--- src/rtl/dut_port_arbiter.sv ---
// dut_port_arbiter
//   Two-client round-robin arbiter. It serialises single-bit read and write accesses
//   from two clients onto one dut-side write method and one read method. Only one
//   access is outstanding at a time.
//
//   Ports
//     CLK, RST                     clock, asynchronous active-high reset
//     cN_req/we/addr/wdata         client N request (held until cN_gnt)
//     cN_gnt                       pulse in the first ISSUE cycle of client N's access
//     cN_rvalid/cN_rdata           read response pulse and its data
//     write_address/data/en, write_rdy    dut write method
//     read_address/en, read_data/rdy      dut read method
//     err                          sticky timeout flag
//
//   Optional feature (macro ARB_TIMEOUT_EN): an ISSUE phase that sees 15 cycles with
//   the needed rdy low is aborted and err is set. Without the macro ISSUE waits
//   forever and err is tied low.
module dut_port_arbiter (
  input  logic       CLK,
  input  logic       RST,
  input  logic       c0_req,
  input  logic       c0_we,
  input  logic [2:0] c0_addr,
  input  logic       c0_wdata,
  output logic       c0_gnt,
  output logic       c0_rvalid,
  output logic       c0_rdata,
  input  logic       c1_req,
  input  logic       c1_we,
  input  logic [2:0] c1_addr,
  input  logic       c1_wdata,
  output logic       c1_gnt,
  output logic       c1_rvalid,
  output logic       c1_rdata,
  output logic [2:0] write_address,
  output logic       write_data,
  output logic       write_en,
  input  logic       write_rdy,
  output logic [2:0] read_address,
  output logic       read_en,
  input  logic       read_data,
  input  logic       read_rdy,
  output logic       err
);

  typedef enum logic [1:0] {StIdle, StIssue, StResp} state_e;

  state_e     r_state;
  logic       r_we;
  logic [2:0] r_addr;
  logic       r_wdata;
  logic       r_win;    // client owning the outstanding access
  logic       r_last;   // client granted most recently
  logic       r_gnt0, r_gnt1;
  logic       r_rv0, r_rv1;
  logic       r_rd0, r_rd1;

  logic       w_any_req;
  logic       w_pick;
  logic       w_win_we;
  logic [2:0] w_win_addr;
  logic       w_win_wdata;
  logic       w_in_issue;
  logic       w_rdy;
  logic       w_tmo_hit;

  // On a tie the client not granted last wins; a lone requester always wins.
  assign w_any_req   = c0_req | c1_req;
  assign w_pick      = (c0_req & c1_req) ? ~r_last : c1_req;
  assign w_win_we    = w_pick ? c1_we    : c0_we;
  assign w_win_addr  = w_pick ? c1_addr  : c0_addr;
  assign w_win_wdata = w_pick ? c1_wdata : c0_wdata;

  assign w_in_issue = (r_state == StIssue);
  assign w_rdy      = r_we ? write_rdy : read_rdy;

  // Enables follow rdy combinationally so the handshake completes in the same cycle.
  assign write_en = w_in_issue &  r_we & write_rdy;
  assign read_en  = w_in_issue & ~r_we & read_rdy;

  assign write_address = r_addr;
  assign write_data    = r_wdata;
  assign read_address  = r_addr;

  assign c0_gnt    = r_gnt0;
  assign c1_gnt    = r_gnt1;
  assign c0_rvalid = r_rv0;
  assign c1_rvalid = r_rv1;
  assign c0_rdata  = r_rd0;
  assign c1_rdata  = r_rd1;

`ifdef ARB_TIMEOUT_EN
  logic [3:0] r_tmo_cnt;
  logic       r_err;

  // Abort on the 15th stalled ISSUE cycle of this access.
  assign w_tmo_hit = w_in_issue & ~w_rdy & (r_tmo_cnt == 4'd14);
  assign err       = r_err;

  always_ff @(posedge CLK or posedge RST) begin
    if (RST) begin
      r_tmo_cnt <= 4'd0;
      r_err     <= 1'b0;
    end else begin
      if (r_state != StIssue) begin
        r_tmo_cnt <= 4'd0;
      end else if (!w_rdy) begin
        r_tmo_cnt <= r_tmo_cnt + 4'd1;
      end
      if (w_tmo_hit) begin
        r_err <= 1'b1;
      end
    end
  end
`else
  assign w_tmo_hit = 1'b0;
  assign err       = 1'b0;
`endif

  always_ff @(posedge CLK or posedge RST) begin
    if (RST) begin
      r_state <= StIdle;
      r_we    <= 1'b0;
      r_addr  <= 3'd0;
      r_wdata <= 1'b0;
      r_win   <= 1'b0;
      r_last  <= 1'b1;  // client 0 wins the first tie
      r_gnt0  <= 1'b0;
      r_gnt1  <= 1'b0;
      r_rv0   <= 1'b0;
      r_rv1   <= 1'b0;
      r_rd0   <= 1'b0;
      r_rd1   <= 1'b0;
    end else begin
      r_gnt0 <= 1'b0;
      r_gnt1 <= 1'b0;
      r_rv0  <= 1'b0;
      r_rv1  <= 1'b0;
      unique case (r_state)
        StIdle: begin
          if (w_any_req) begin
            r_we    <= w_win_we;
            r_addr  <= w_win_addr;
            r_wdata <= w_win_wdata;
            r_win   <= w_pick;
            r_last  <= w_pick;
            r_gnt0  <= ~w_pick;
            r_gnt1  <= w_pick;
            r_state <= StIssue;
          end
        end
        StIssue: begin
          if (r_we) begin
            if (write_rdy) begin
              r_state <= StIdle;
            end else if (w_tmo_hit) begin
              r_state <= StIdle;
            end
          end else if (read_rdy) begin
            if (r_win) begin
              r_rd1 <= read_data;
              r_rv1 <= 1'b1;
            end else begin
              r_rd0 <= read_data;
              r_rv0 <= 1'b1;
            end
            r_state <= StResp;
          end else if (w_tmo_hit) begin
            r_state <= StIdle;
          end
        end
        StResp: begin
          r_state <= StIdle;
        end
        default: begin
          r_state <= StIdle;
        end
      endcase
    end
  end

endmodule

--- config.mk ---
export PLATFORM = sky130hd
export DESIGN_NAME = dut_port_arbiter
export DESIGN_NICKNAME = d
export VERILOG_FILES = /design/src/rtl/dut_port_arbiter.sv
export SDC_FILE = /design/constraint.sdc
export NUM_CORES = 1
export LEC_CHECK = 0
export ABC_AREA = 1
export BUFFER_PORTS_ARGS = -buffer_cell sky130_fd_sc_hd__buf_2
export CAP_MARGIN = 10
export CORE_MARGIN = 2
export CORE_UTILIZATION = 45
export DETAILED_ROUTE_END_ITERATION = 16
export PLACE_DENSITY = 0.76
export SLEW_MARGIN = 20
export SYNTH_ARGS = -nofsm -noshare
export SYNTH_HDL_FRONTEND = slang
export SYNTH_SLANG_ARGS = --single-unit
--- constraint.sdc ---
create_clock -name CLK -period 1.3 [get_ports CLK]
set_input_delay 0.13 -clock CLK [delete_from_list [all_inputs] [get_ports CLK]]
set_output_delay 0.13 -clock CLK [all_outputs]
set_load 0.005 [all_outputs]
# [After elaboration in Yosys (flattened, before gate mapping)]
# Index checks and enable logic that the tools add are counted.
[word_totals] ff_bits=15 input_bits=17 out_inout_bits=16 wordCells=52
[op_classes] n_eq_ne=4 mux=21 bitwise_logic=10 n_reduce_logical=5
[op_table] cell="$mux 1" count=15
[op_table] cell="$mux 2" count=4
[op_table] cell="$reduce_and 4->1" count=2
[op_table] cell="$ne 3x3->1 const B" count=2
[op_table] cell="$and 1x1->1" count=5
[op_table] cell="$not 1->1" count=4
[op_table] cell="$pmux 2 s2" count=1
[op_table] cell="$mux 3" count=1
[op_table] cell="$reduce_and 3->1" count=1
[op_table] cell="$eq 2x1->1 const B" count=1
[op_table] cell="$logic_not 2->1" count=1
[op_table] cell="$ne 2x2->1 const B" count=1
[op_table] cell="$reduce_and 2->1" count=1
[op_table] cell="$or 1x1->1" count=1

# [Logic depth before layout (Yosys ltp)]
[logic_depth] word_depth=5 depth_mapped=6 mapped_depth_nobuf=6

# [Least setup slack after synthesis]
# Ideal clock, no wire load.
[synth_timing] kind="register -> register" from="reg r_last" to="reg r_win" setup_ns=0.127 arrival_ns=0.943 required_ns=1.173 slack_ns=0.230 path_stages_with_launch=7 path_buffers=1 period_less_slack_ns=1.070 cell_sequence="dfstp_2 nand2_1 nand2_1 buf_4 inv_1 nand2_1 o21ai_0"
[synth_between] elab_chain_cells=2
[synth_rtl] element="from (decl)" line="53" rtl="logic r_last;"
[synth_rtl] element="from (signal assigned)" line="146" rtl="r_last <= w_pick;"
[synth_rtl] element="$not 1->1" line="69" rtl="assign w_pick = (c0_req & c1_req) ? ~r_last : c1_req;"
[synth_rtl] element="$mux 1" line="69"
[synth_rtl] element="to (signal assigned)" line="145" rtl="r_win <= w_pick;"
[synth_rtl] element="to (decl)" line="52" rtl="logic r_win;"
# No other way between the ends.
# A chain may end at the register's enable or synchronous reset.

# [Worst setup path in the final report]
[layout_timing] from="reg r_state[1]" to="out read_en"
[layout_between] elab_chain_cells=3
[layout_rtl] element="from (decl)" line="48" rtl="state_e r_state;"
[layout_rtl] element="from (signal assigned)" line="122" rtl="r_state <= StIdle;"
[layout_rtl] element="from (signal assigned)" line="149" rtl="r_state <= StIssue;"
[layout_rtl] element="from (signal assigned)" line="155" rtl="r_state <= StIdle;"
[layout_rtl] element="$eq 2x1->1" line="74" rtl="assign w_in_issue = (r_state == StIssue);"
[layout_rtl] element="$and 1x1->1 (2 in series)" line="79" rtl="assign read_en = w_in_issue & ~r_we & read_rdy;"
[layout_rtl] element="to (decl)" line="40" rtl="output logic read_en,"
# No other way between the ends.

==> impl_metrics.yaml <==
outcome:
  outcome: "finished clean"
place:
  place_hpwl_mm: 1.101
  dp_cells: 138
  placed_cell_area_um2: 912.1
  portBuffers: 31
  gp_congestion: 0.7271
layout:
  areaGrowthSynthToFinish_pct: 29.20
  final_nets: 150
  instances_no_fill: 148
  post_route_cells_drive_above_1_share: 0.4091
  antennaDiodeCount: 0
  final_area_um2: 991.0
timing:
  post-route-min-period_ps: 1260
  finalHoldWorstSlack_ps: 71.25
  final-max-slew-violation-count: 0
  worstMarginPinSlew_ps: 544.4
  rsz0062_at_grt: "true"
  period_share: 0.9692
  setup_viol: 0
  relSlewSlack: 0.6367
  skew_ps: 2.350
  fmax_mhz: 793.7
  hold_viol_final: 0
setup_path:
  r2r.worst_path.cells: 6
  critPathSlowestCell: "dfrtp_1"
  worstPathRequired_ps: 1170
  timing.rr.start: "r_state[1]"
  r2r-end: "read_address[0]"
  ff2ff_setup_slack_ps: 150
  path_cells: "nor2_4 > nand2_4 > nor2_1 > buf_2"
  crit_family: "flip-flops"
  slowest_delay_ps: 430
  crit_fanout: 4
  worstPathArrival_ps: 1130
  endpoint_kind: "output pin"
  critPathLaunchType: "register"
  crit_type: "register to output pin"
  path_buf_inv: 1
floorplan:
  fp.dieH_um: 45.29
  initial_core_util: 0.4920
  dieArea_mm2: 0.002051
  coreArea_mm2: 0.001559
  dieWidth_um: 45.29
  ios: 33
  core.rowCount: 14
power_and_ir_drop:
  vdd_drop_max_v: 0.001276
  finalPower_w: 0.002050
  cellLeakagePower_nw: 0.5884
  pwr_density_cell_mw_per_mm2: 2069
routing:
  drt_iter0_drc: 11
  drcViolationCount: 0
  vias: 681
  vias_per_cell: 4.601
  ant_nets: 0
  drt-total-wl_mm: 1.441
  routedWlPerCell_um: 9.736
  drtPass1Iterations: 3
grt:
  grt_overflow_total: 0
  busiest_layer: "met2"
  use_met1: 0.2051
  track_usage: 0.1724
  grt_pass1_wl_mm: 2.511
  antenna_found_initial: 0
  use_met3: 0.04000
  grt_max_degree: 16
  grt_pass1_vias: 609
  met2_usage: 0.2886
yosys:
  yosysMostFrequentCell: "nand2_1"
  async_flop_share: 1.000
  ys_ff_latch: 15
  synth_edf_count: 0
  syn_nets: 112
  yosys-top-cells-area: "dfrtp_1 46%, nand2_1 16%, inv_1 5.9%"
  postSynthCellCount: 95
  synth_area_um2: 767.0
  yosys-top-cells-count: "33 x nand2_1, 14 x dfrtp_1, 12 x inv_1, 12 x nor2_1"
  yosys_warnings: 0
  synth_cell_type_count: 14
  yosysTopAreaCellShare: 0.4568
  yosysTopAreaCell: "dfrtp_1"
  ys_seq_area_frac: 0.4910
  synth.avg_cell_area_um2: 8.074
  synthFlopType: "dfrtp_1"
clock_tree:
  clock-sinks: 15
  clk_path_buf_depth: 2
  cts_root_buf: "clkbuf_4"
  htree_num_levels: 1
  path_clk_slew_ps: 90
  clk_latency_ps: 280
  cts_tree: "yes"
  cts_buffers: 3
flow_run:
  drv_cap: 0
hold_path:
  min_to: "c0_rdata"
  min_path_type: "primary input to register"
  hold_start: "read_data"
  hold_path_depth: 3
## where the power goes
group          switching (W)  internal, W
Combinational       0.000550     0.000453
Clock               0.000146     0.000119
Sequential          0.000109     0.000673
Total               0.000805      0.00124
## worst reg2reg max path, cell delays in order (launching register included)
cell and delay, ps:
dfrtp_1 430, inv_1 90, nand2_1 90, nor2_4 190, inv_2 110, nand2_1 90
o21ai_2 50
## cell type report
cell class,instances,area [um2]
fill,146,568.0
clock buffer,4,26.28
timing repair buffer,38,210.2
multi-input combinational,61,305.3
tap,16,20.02
sequential,15,376.6
inverter,14,52.55
## cell families (layout without fill, tap and decap cells)
kind of cell           Yosys count  count (layout)  share of synthesized area
AOI/OAI and AO/OA                8               8                    0.07666
other                            1               1                   0.004889
buffers and inverters           19              56                     0.1175
DFF                             15              15                     0.4910
and+or+nand+nor                 52              52                     0.3099
## per-stage QoR
step,setup slack (ps),util,TNS (ps)
global route,-32.28,0.6356,-62.12
finish,40.03,0.6356,0
detailed placement,148.7,0.5851,0
global placement,176.4,0.5851,0
CTS,5.562,0.6180,0
floorplan,230.2,-,0
## routing by layer
metal	vias up	share of wire	wire length [um]
li1	353	-	-
met1	303	0.44	628
met2	21	0.49	713
met3	4	0.053	76
met4	0	0.016	23
met5	-	0	0
## placed cells by master, fill, tap and decap left out, drive strengths merged, types with 4 or more instances in the layout
| master | n |
|---|---|
| nand2 | 34 |
| o21ai | 8 |
| dfrtp | 14 |
| clkbuf | 4 |
| inv | 14 |
| buf | 37 |
| nor2 | 16 |
## sequential cells by signal, indices dropped and copies added (netlist names)
name          flops
read_address      3
r_state           2
c0_gnt            1
c0_rdata          1
c0_rvalid         1
c1_gnt            1
c1_rdata          1
c1_rvalid         1
r_last            1
r_we              1
r_win             1
write_data        1
## timing repair
action,4_1_cts,5_1_grt
hold buffers,1,0
endpoints found under the setup margin,1,2
resized for setup,0,1
pin swaps,1,1
setup buffers,2,3
hold endpoints to repair,14,0
## worst max path at each step
| stage | from | end | slack (ps) | depth (start not counted) |
|---|---|---|---|---|
| 5_1_grt | r_state[1] | write_en | -30 | 4 |
| 3_5_place_dp | r_state[1] | read_address[0] | 150 | 6 |
| 4_1_cts | r_state[1] | read_en | 6 | 4 |
| 6_report | r_state[1] | read_en | 40 | 4 |
| 3_3_place_gp | r_state[1] | r_we | 180 | 6 |
| 2_1_floorplan | r_last | r_win | 230 | 6 |
Power figures use the tool's default switching activity.
